$ cat config.mk
export PLATFORM = sky130hd
export DESIGN_NAME = analog_mux_ctrl
export DESIGN_NICKNAME = d
export VERILOG_FILES = /design/src/rtl/analog_mux_ctrl.sv
export SDC_FILE = /design/constraint.sdc
export NUM_CORES = 1
export LEC_CHECK = 0
export CORE_AREA = 2 2 83 85
export CTS_CLUSTER_SIZE = 30
export DETAILED_ROUTE_END_ITERATION = 8
export DIE_AREA = 0 0 85 87
export GPL_TIMING_DRIVEN = 0
export PLACE_DENSITY = 0.84
export SYNTH_ARGS = -nofsm -noshare
export SYNTH_HDL_FRONTEND = slang
export SYNTH_SLANG_ARGS = --single-unit
$ cat constraint.sdc
create_clock -name clk -period 4 [get_ports clk]
set_input_delay 0.6 -clock clk [delete_from_list [all_inputs] [get_ports clk]]
set_output_delay 0.6 -clock clk [all_outputs]
set_load 0.03 [all_outputs]
$ cat src/rtl/analog_mux_ctrl.sv
// analog_mux_ctrl: break-before-make sequencer for the bandgap analog mux.
// At most one active-low channel enable is ever low. Every change of the
// closed channel goes through an all-open BREAK interval of BREAK_CYC cycles.
// A host select handshake and an autonomous round-robin scan share one FSM.
module analog_mux_ctrl #(
   parameter int N_CH      = 32,
   parameter int SEL_W     = 5,
   parameter int BREAK_CYC = 4,
   parameter int DWELL_W   = 16
) (
   input  logic               clk,
   input  logic               reset,
   input  logic               off_req,
   input  logic               req_valid,
   output logic               req_ready,
   input  logic [SEL_W-1:0]   req_sel,
   input  logic               scan_en,
   input  logic [SEL_W-1:0]   scan_first,
   input  logic [SEL_W-1:0]   scan_last,
   input  logic [DWELL_W-1:0] dwell,
   output logic [N_CH-1:0]    en_b,
   output logic               s_en,
   output logic               s_en_b,
   output logic [SEL_W-1:0]   cur_sel,
   output logic               settled,
   output logic               sample_pulse,
   output logic               err
);

   // One counter serves both the break dead time and the scan dwell.
   localparam int BRK_W = $clog2(BREAK_CYC + 1);
   localparam int CNT_W = (DWELL_W > BRK_W) ? DWELL_W : BRK_W;
   localparam logic [CNT_W-1:0] BRK_LOAD = CNT_W'(BREAK_CYC);
   localparam logic [CNT_W-1:0] CNT_ONE  = CNT_W'(1);
   // Channel count held one bit wider than a select so N_CH == 2**SEL_W fits.
   localparam logic [SEL_W:0]   N_CH_V   = (SEL_W + 1)'(N_CH);

   typedef enum logic [1:0] {S_OFF, S_BREAK, S_ON, S_SCAN_ON} state_t;

   state_t            state_reg, state_next;
   logic [CNT_W-1:0]  cnt_reg, cnt_next;
   logic [SEL_W-1:0]  cur_sel_reg, cur_sel_next;
   logic              scan_mode_reg, scan_mode_next;
   logic              scan_en_d_reg;
   logic              err_next;
   logic              closed_next;
   logic [N_CH-1:0]   en_b_next;
   logic [N_CH-1:0]   en_b_reg;
   logic              s_en_reg, s_en_b_reg, settled_reg;
   logic              sample_pulse_reg, err_reg, req_ready_reg;

   logic              scan_rise;
   logic              range_bad;
   logic              sel_bad;
   logic              handshake;
   logic [CNT_W-1:0]  dwell_load;

   assign scan_rise  = scan_en & ~scan_en_d_reg;
   assign range_bad  = (scan_first > scan_last) || ({1'b0, scan_last} >= N_CH_V);
   assign sel_bad    = ({1'b0, req_sel} >= N_CH_V);
   assign handshake  = req_valid & req_ready_reg;
   // A zero dwell still closes the channel for one cycle.
   assign dwell_load = (dwell == '0) ? CNT_ONE : CNT_W'(dwell);

   // Next-state logic: off_req > scan entry > select request.
   always_comb begin
      state_next     = state_reg;
      cnt_next       = cnt_reg;
      cur_sel_next   = cur_sel_reg;
      scan_mode_next = scan_mode_reg;
      err_next       = 1'b0;
      if (off_req) begin
         state_next     = S_OFF;
         scan_mode_next = 1'b0;
      end else begin
         case (state_reg)
            S_OFF, S_ON: begin
               if (scan_rise) begin
                  if (range_bad) begin
                     err_next = 1'b1;
                  end else begin
                     state_next     = S_BREAK;
                     cnt_next       = BRK_LOAD;
                     cur_sel_next   = scan_first;
                     scan_mode_next = 1'b1;
                  end
               end else if (handshake) begin
                  if (sel_bad) begin
                     err_next = 1'b1;
                  end else if (!(state_reg == S_ON && req_sel == cur_sel_reg)) begin
                     state_next     = S_BREAK;
                     cnt_next       = BRK_LOAD;
                     cur_sel_next   = req_sel;
                     scan_mode_next = 1'b0;
                  end
               end
            end
            S_BREAK: begin
               if (cnt_reg == CNT_ONE) begin
                  if (scan_mode_reg) begin
                     state_next = S_SCAN_ON;
                     cnt_next   = dwell_load;
                  end else begin
                     state_next = S_ON;
                  end
               end else begin
                  cnt_next = cnt_reg - CNT_ONE;
               end
            end
            S_SCAN_ON: begin
               if (cnt_reg == CNT_ONE) begin
                  if (scan_en) begin
                     state_next   = S_BREAK;
                     cnt_next     = BRK_LOAD;
                     cur_sel_next = (cur_sel_reg >= scan_last) ? scan_first
                                                              : cur_sel_reg + SEL_W'(1);
                  end else begin
                     // Scan stopped: keep the present channel closed, no break.
                     state_next     = S_ON;
                     scan_mode_next = 1'b0;
                  end
               end else begin
                  cnt_next = cnt_reg - CNT_ONE;
               end
            end
            default: state_next = S_OFF;
         endcase
      end
   end

   assign closed_next = (state_next == S_ON) || (state_next == S_SCAN_ON);

   // Per-channel enable decode from the next state so en_b is a plain register.
   for (genvar gi = 0; gi < N_CH; gi++) begin : g_en_b
      assign en_b_next[gi] = ~(closed_next && (cur_sel_next == SEL_W'(gi)));
   end

   // State register and registered outputs.
   always_ff @(posedge clk) begin
      if (reset) begin
         state_reg        <= S_OFF;
         cnt_reg          <= '0;
         cur_sel_reg      <= '0;
         scan_mode_reg    <= 1'b0;
         scan_en_d_reg    <= 1'b0;
         en_b_reg         <= '1;
         s_en_reg         <= 1'b0;
         s_en_b_reg       <= 1'b1;
         settled_reg      <= 1'b0;
         sample_pulse_reg <= 1'b0;
         err_reg          <= 1'b0;
         req_ready_reg    <= 1'b1;
      end else begin
         state_reg        <= state_next;
         cnt_reg          <= cnt_next;
         cur_sel_reg      <= cur_sel_next;
         scan_mode_reg    <= scan_mode_next;
         scan_en_d_reg    <= scan_en;
         en_b_reg         <= en_b_next;
         s_en_reg         <= closed_next;
         s_en_b_reg       <= ~closed_next;
         settled_reg      <= closed_next;
         sample_pulse_reg <= (state_next == S_SCAN_ON) && (cnt_next == CNT_ONE);
         err_reg          <= err_next;
         req_ready_reg    <= (state_next == S_OFF) || ((state_next == S_ON) && !scan_en);
      end
   end

   assign en_b         = en_b_reg;
   assign s_en         = s_en_reg;
   assign s_en_b       = s_en_b_reg;
   assign cur_sel      = cur_sel_reg;
   assign settled      = settled_reg;
   assign sample_pulse = sample_pulse_reg;
   assign err          = err_reg;
   assign req_ready    = req_ready_reg;

endmodule

== After elaboration in Yosys (flattened, before gate mapping) ==
Index checks and enable logic that the tools add are counted.
Word-level totals
  register bits after elaboration: 62
  output and inout port bits: 43
  input port bits: 36
Operators by class
  multiplexer cells: 38
  equality and inequality tests: 44
  reductions and logical operators: 47
  add/subtract/negate cells: 2
  $lt $le $gt $ge: 2
  bitwise gates (word level): 38
Operator list (count)
  $mux 16: 10
  $eq 5x5->1 const B: 16
  $pmux 16 s3: 1
  $eq 5x4->1 const B: 8
  $mux 5: 8
  $not 1->1: 36
  $logic_and 1x1->1: 35
  $eq 16x1->1 const B: 2
  $eq 5x3->1 const B: 4
  $logic_not 16->1: 1
  $mux 2: 8
  $sub 16x1->16 const B: 1
  $eq 5x2->1 const B: 2
  $pmux 5 s2: 1
  $ne 3x3->1 const B: 3
  $eq 2x2->1 const B: 4
  $mux 1: 8
  $pmux 2 s3: 1
  $reduce_and 6->1: 1
  $add 5x1->5 const B: 1
  $eq 5x1->1 const B: 1
  $eq 5x5->1: 1
  $ge 5x5->1: 1
  $gt 5x5->1: 1
  other kinds (11): 16

== Depth between registers and ports, before layout ==
  depth after elaboration: 11
  mapped depth: 12

== Worst setup path after synthesis ==
OpenSTA, ideal clock, no wires.
  path kind: input port to flip-flop
  start point: input scan_last[2]
  end point: register sample_pulse_reg (netlist: sample_pulse)
  stages on the path: 11
  data arrival time: 2625 ps
  setup time: 61 ps
  path slack: 1314 ps
  cell sequence: inv_1 ha_1 a211oi_1 o221ai_1 a21oi_2 o31ai_4 nand2b_1 buf_2 a211oi_1 nor4b_2 and4b_1
Between the ends
  word-level cells in the longest chain between the ends: 7
  elaborated cells on any way between the ends: 12
  those cells by class: order compare (1); eq/ne (2); mux (8); reduce/logical (1)
Ends and longest elaborated chain
  start, declared: RTL line 19  | input logic [SEL_W-1:0] scan_last,
  $gt 5x5->1 *: RTL line 59  | assign range_bad = (scan_first > scan_last) || ({1'b0, scan_last} >= N_CH_V);
  $mux 16 or $mux 2 (tied branches): RTL line 79  | if (range_bad) begin
  $mux 16 or $mux 2 (tied branches): RTL line 78  | if (scan_rise) begin
  $pmux 16 s3 or $pmux 2 s3 (tied branches): RTL line 76  | case (state_reg)
  $mux 16 or $mux 2 (tied branches): RTL line 72  | if (off_req) begin
  $eq 16x1->1 or $eq 2x2->1 (tied branches): RTL line 163  | sample_pulse_reg <= (state_next == S_SCAN_ON) && (cnt_next == CNT_ONE);
  $logic_and 1x1->1 *: RTL line 163
  end signal, assigned: RTL line 163
  end, declared: RTL line 50  | logic sample_pulse_reg, err_reg, req_ready_reg;
Mark *: on every way between the ends. The rest lies on a longest branch, timed or not.
A chain may end at the register's enable or synchronous reset.

== Worst setup path after layout ==
  start point: input scan_first[2]
  end point: register en_b_reg[26] (netlist: en_b[26])
Between the ends
  word-level cells in the longest chain between the ends: 9
  elaborated cells on any way between the ends: 18
  those cells by class: order compare (1); eq/ne (3); mux (11); bitwise (1); reduce/logical (2)
Ends and longest elaborated chain
  start, declared: RTL line 18  | input logic [SEL_W-1:0] scan_first,
  $gt 5x5->1: RTL line 59
  $mux 2: RTL line 79
  $mux 2: RTL line 78
  $pmux 2 s3: RTL line 76
  $mux 2: RTL line 72
  $eq 2x2->1: RTL line 131  | assign closed_next = (state_next == S_ON) || (state_next == S_SCAN_ON);
  $logic_or 1x1->1: RTL line 131
  $logic_and 1x1->1 *: RTL line 135  | assign en_b_next[gi] = ~(closed_next && (cur_sel_next == SEL_W'(gi)));
  $not 1->1 *: RTL line 135
  end signal, assigned: RTL line 159  | en_b_reg <= en_b_next;
  end, declared: RTL line 48  | logic [N_CH-1:0] en_b_reg;
Marked as above.

==> results summary <==
Setup repair after global routing left no endpoint under its margin. The all-layer global routing usage came out at between 20% and 30%. Net switching is 31.5% of the power. The repair_antennas step left the layout with diodes totalling 0.

The cell type of the slowest stage on the worst timing path is sky130_fd_sc_hd__o211ai_1. The later pin in the worst-skew pair is clocked with a latency of 0.34 ns. The headroom to the max-slew limit came out at 57.2%. The area of the die came out at roughly 7400 µm². The fraction of synthesis flops using an asynchronous set or reset pin is 0%.

The flow ran to the end, and the final reports show no timing, DRC or antenna violations. The placed wire-length estimate after detailed placement came out at around 7600 µm. The number of gates resized after cts is 0. After clock tree synthesis, the flow added hold-fix buffers numbering 0. The biggest fanout along the worst timing path is 6.

The worst-case hold slack came out at approximately 0.49 ns. The final sum of negative setup slack is 0 ns. The net count of the mapped netlist came out at approximately 460.

The leading register cell type out of synthesis is sky130_fd_sc_hd__dfxtp_1. No sink is reached through more buffers than the 2 on the longest clock path. The synthesized cell area came out at 3440 µm². The number of warning messages in the yosys log is 0. The iteration count of the initial detailed-routing pass is 5.

The register share of total power came out at between 30 and 40%. The reported leakage power came out at 1.78 nW. The count of mapped cells out of synthesis is 407.

The number of levels in the clock H-tree came out at 3. The stage delay of the slowest cell on the critical path came out at 0.48 ns. The synthesized design spends more area on one cell type than any other, namely sky130_fd_sc_hd__dfxtp_1.

The post-layout instance count excluding filler cells is 581. The arrival time reported for the critical path endpoint is 3.52 ns. The total routed wirelength is 10,300 µm. The antenna violation net count after detailed routing came out at 0. The worst hold path belongs to the class flop to flop. The via count of the first global-routing pass is 3,330.

The cell that appears most often on the critical path is sky130_fd_sc_hd__nand2_1. The first global-routing pass estimated 16,400 µm of wire. Of the post-synthesis cell area, the dominant cell type holds 36.1%. The number of enable flip-flop cells after synthesis is 0. The setup check on the worst reg-to-reg path leaves a slack of 0.83 ns. Internal power comes to 0.00116 W. The post-synthesis sequential area ratio came out at between 30% and 40%. The floorplan has 30 rows.

Among cell families on the critical path, the largest total delay comes from compound AO/OA/AOI/OAI gates. In the final layout, the share of cells above drive strength 1 is between 10% and 20%. The endpoint class of the critical path is a flop. The I/O pin total is 79. The power spent charging and discharging nets came out at about 0.00053 W. Routability-driven placement finished with a final weighted congestion of ~0.96. The number of flip-flops in the largest register came out at 32. The pin slew with the least headroom to its limit came out at 0.642 ns. The post-layout minimum cycle time came out at ~3.3 ns.

Buffers added to address setup during post-CTS repair amount to 0. Power spread over the standard cell area amounts to 372 nW/µm². Setup violations remaining at the end of the flow were counted as 0.

STA classifies the critical path startpoint as a primary input. The floorplan step set the die height to 87 µm. The leftover overflow at the end of global routing is 0. The hold violation count in the final report came out at 0.

The number of design rule violations left after detail routing is 0. Yosys instantiated no cell more often than sky130_fd_sc_hd__dfxtp_1. The final net count came out at 545. The fraction of the cycle the final worst path needs came out at 82.7%. The total clock buffers created by CTS came out at 9.

The overall via count from detail_route is roughly 3,500. Between clock sinks in the finished design, the worst skew comes to 0.0108 ns. The total placed cells including tap cells came out at about 570. The tool flagged a number of max-cap violations equal to 0. The clock-pin slew on the worst setup and hold paths is 0.08 ns.

The DRC violation total after the first TritonRoute iteration came out at 320. The count of distinct cell types in the synthesized netlist is 72. The critical path buffer and inverter count is 1. The critical path goes through clkdlybuf4s50_1 -> ha_1 -> a211oi_1 -> o221ai_1 -> a21o_1 -> mux2i_1 -> o211ai_1 -> nand2_1 -> nor3_1 -> nand2_1. The die boundary width came out at approximately 85 µm. The ratio of routed vias to standard cells is a little over 6. The number of antenna violations at the first check in global routing is 0. In this run, the combinational gates consume about a quarter of the power. The cell sitting at the root of the clock tree is a sky130_fd_sc_hd__clkbuf_8.

For this run, the top clock speed supported by timing is 302 MHz. In the post-synthesis netlist, the biggest area contributors are sky130_fd_sc_hd__dfxtp_1, sky130_fd_sc_hd__nand2_1, sky130_fd_sc_hd__ha_1. The clock net in this run drives a total of 62 sinks. TritonCTS built the clock tree. The count of final max-slew check failures came out at 0.

VDD sags by at most 301 µV. After synthesis, the most frequently instantiated cells are sky130_fd_sc_hd__dfxtp_1, sky130_fd_sc_hd__nand2_1, sky130_fd_sc_hd__nor2_1. The average detailed-routed wire length per instance is 17.7 µm. The core outline area is 6570 µm².

Data on the critical path is required at its endpoint by 4.21 ns. The number of register bits inferred by synthesis came out at 62. The class of the most critical setup path is primary input to flop. The number of I/O port buffers is 78. The fraction of power consumed by the clock network came out at 37.5%. The initial core utilization came out at a little over half. After synthesis, the mean cell area works out to roughly 8.5 µm². The layout overhead on the synthesized area is 32.2%. The maximum number of pins on one net before global-route repair came out at 14.
[path summary, 6_finish.rpt]
path | startpoint | to | depth (start not counted)
min | cnt_reg[1]$_SDFF_PP0_ | cnt_reg[1]$_SDFF_PP0_ | 2
max reg2reg | cnt_reg[0]$_SDFF_PP0_ | en_b[26]$_SDFF_PP1_ | 9
max | scan_first[2] | en_b[26]$_SDFF_PP1_ | 10
min reg2reg | cnt_reg[1]$_SDFF_PP0_ | cnt_reg[1]$_SDFF_PP0_ | 2
[cell type report]
type	instances	area, µm²
inverter	15	56.3
multi-input combinational	311	2040
buffer	19	101
fill	550	2020
timing repair buffer	78	781
sequential	62	1240
clock buffer	9	124
tap	80	100
clock inverter	7	104
[through the flow]
| stage | util [%] | setup slack [ns] | cell area [µm²] | power [W] |
|---|---|---|---|---|
| 3_3_place_gp | 65.8 | 0.424 | 4320 | 0.00105 |
| 6_report | 69.3 | 0.691 | 4550 | 0.00169 |
| 2_1_floorplan | - | 1.31 | 3440 | 0.000926 |
| 5_1_grt | 69.3 | 0.485 | 4550 | 0.00175 |
| 4_1_cts | 69.3 | 0.755 | 4550 | 0.00169 |
| 3_5_place_dp | 65.8 | 0.458 | 4320 | 0.00106 |
[worst reg2reg max path: cells and delay by family, from the launching register on]
kind	cells	cell delay, ns
AO/OA/AOI/OAI	2	0.47
adder cells (fa/ha/maj)	1	0.19
flip-flops	1	0.48
AND/OR/NAND/NOR	6	1.91
[power groups by stage]
stage | Sequential (W) | Combinational [W] | Clock [W]
global route | 0.000658 | 0.000433 | 0.000661
CTS | 0.000655 | 0.000392 | 0.000639
finish | 0.000656 | 0.000401 | 0.000634
detailed placement | 0.000669 | 0.000387 | 0
floorplan | 0.000674 | 0.000253 | 0
global placement | 0.000668 | 0.000384 | 0
[cell families after synthesis]
group	Yosys count	synth area share, %
AND/OR/NAND/NOR	177	27.6
XOR/XNOR	13	3.31
buffers and inverters	34	4.58
multiplexers	10	3.13
flip-flops	62	36.1
adder cells (fa/ha/maj)	13	4.73
AO/OA/AOI/OAI	98	20.5
[layout by cell type, fill, tap and decap left out, types with 5 or more instances in the layout]
cell type	Yosys	final
sky130_fd_sc_hd__a31oi_1	8	8
sky130_fd_sc_hd__xor2_1	9	9
sky130_fd_sc_hd__o211ai_1	7	7
sky130_fd_sc_hd__clkdlybuf4s50_1	0	78
sky130_fd_sc_hd__a21oi_1	21	21
sky130_fd_sc_hd__buf_2	5	5
sky130_fd_sc_hd__mux2_2	6	6
sky130_fd_sc_hd__nor4_1	7	7
sky130_fd_sc_hd__nand2_1	58	58
sky130_fd_sc_hd__nand2b_1	7	7
sky130_fd_sc_hd__dfxtp_1	62	62
sky130_fd_sc_hd__inv_1	15	15
sky130_fd_sc_hd__nor2b_1	12	12
sky130_fd_sc_hd__a211oi_1	7	7
sky130_fd_sc_hd__nor2_1	28	28
sky130_fd_sc_hd__nor3_1	11	11
sky130_fd_sc_hd__clkbuf_8	0	9
sky130_fd_sc_hd__clkbuf_1	8	8
sky130_fd_sc_hd__nand3_1	12	12
sky130_fd_sc_hd__ha_1	13	13
sky130_fd_sc_hd__o21ai_0	14	14
[metal layers]
layer	vias to the layer above	global-route usage, %	share of wire [%]
met1	1664	36.2	42
li1	1656	-	-
met4	0	8.80	1.8
met5	-	0	0
met3	18	7.39	9.6
met2	182	45.7	46
(Power assumes the default switching activity.)
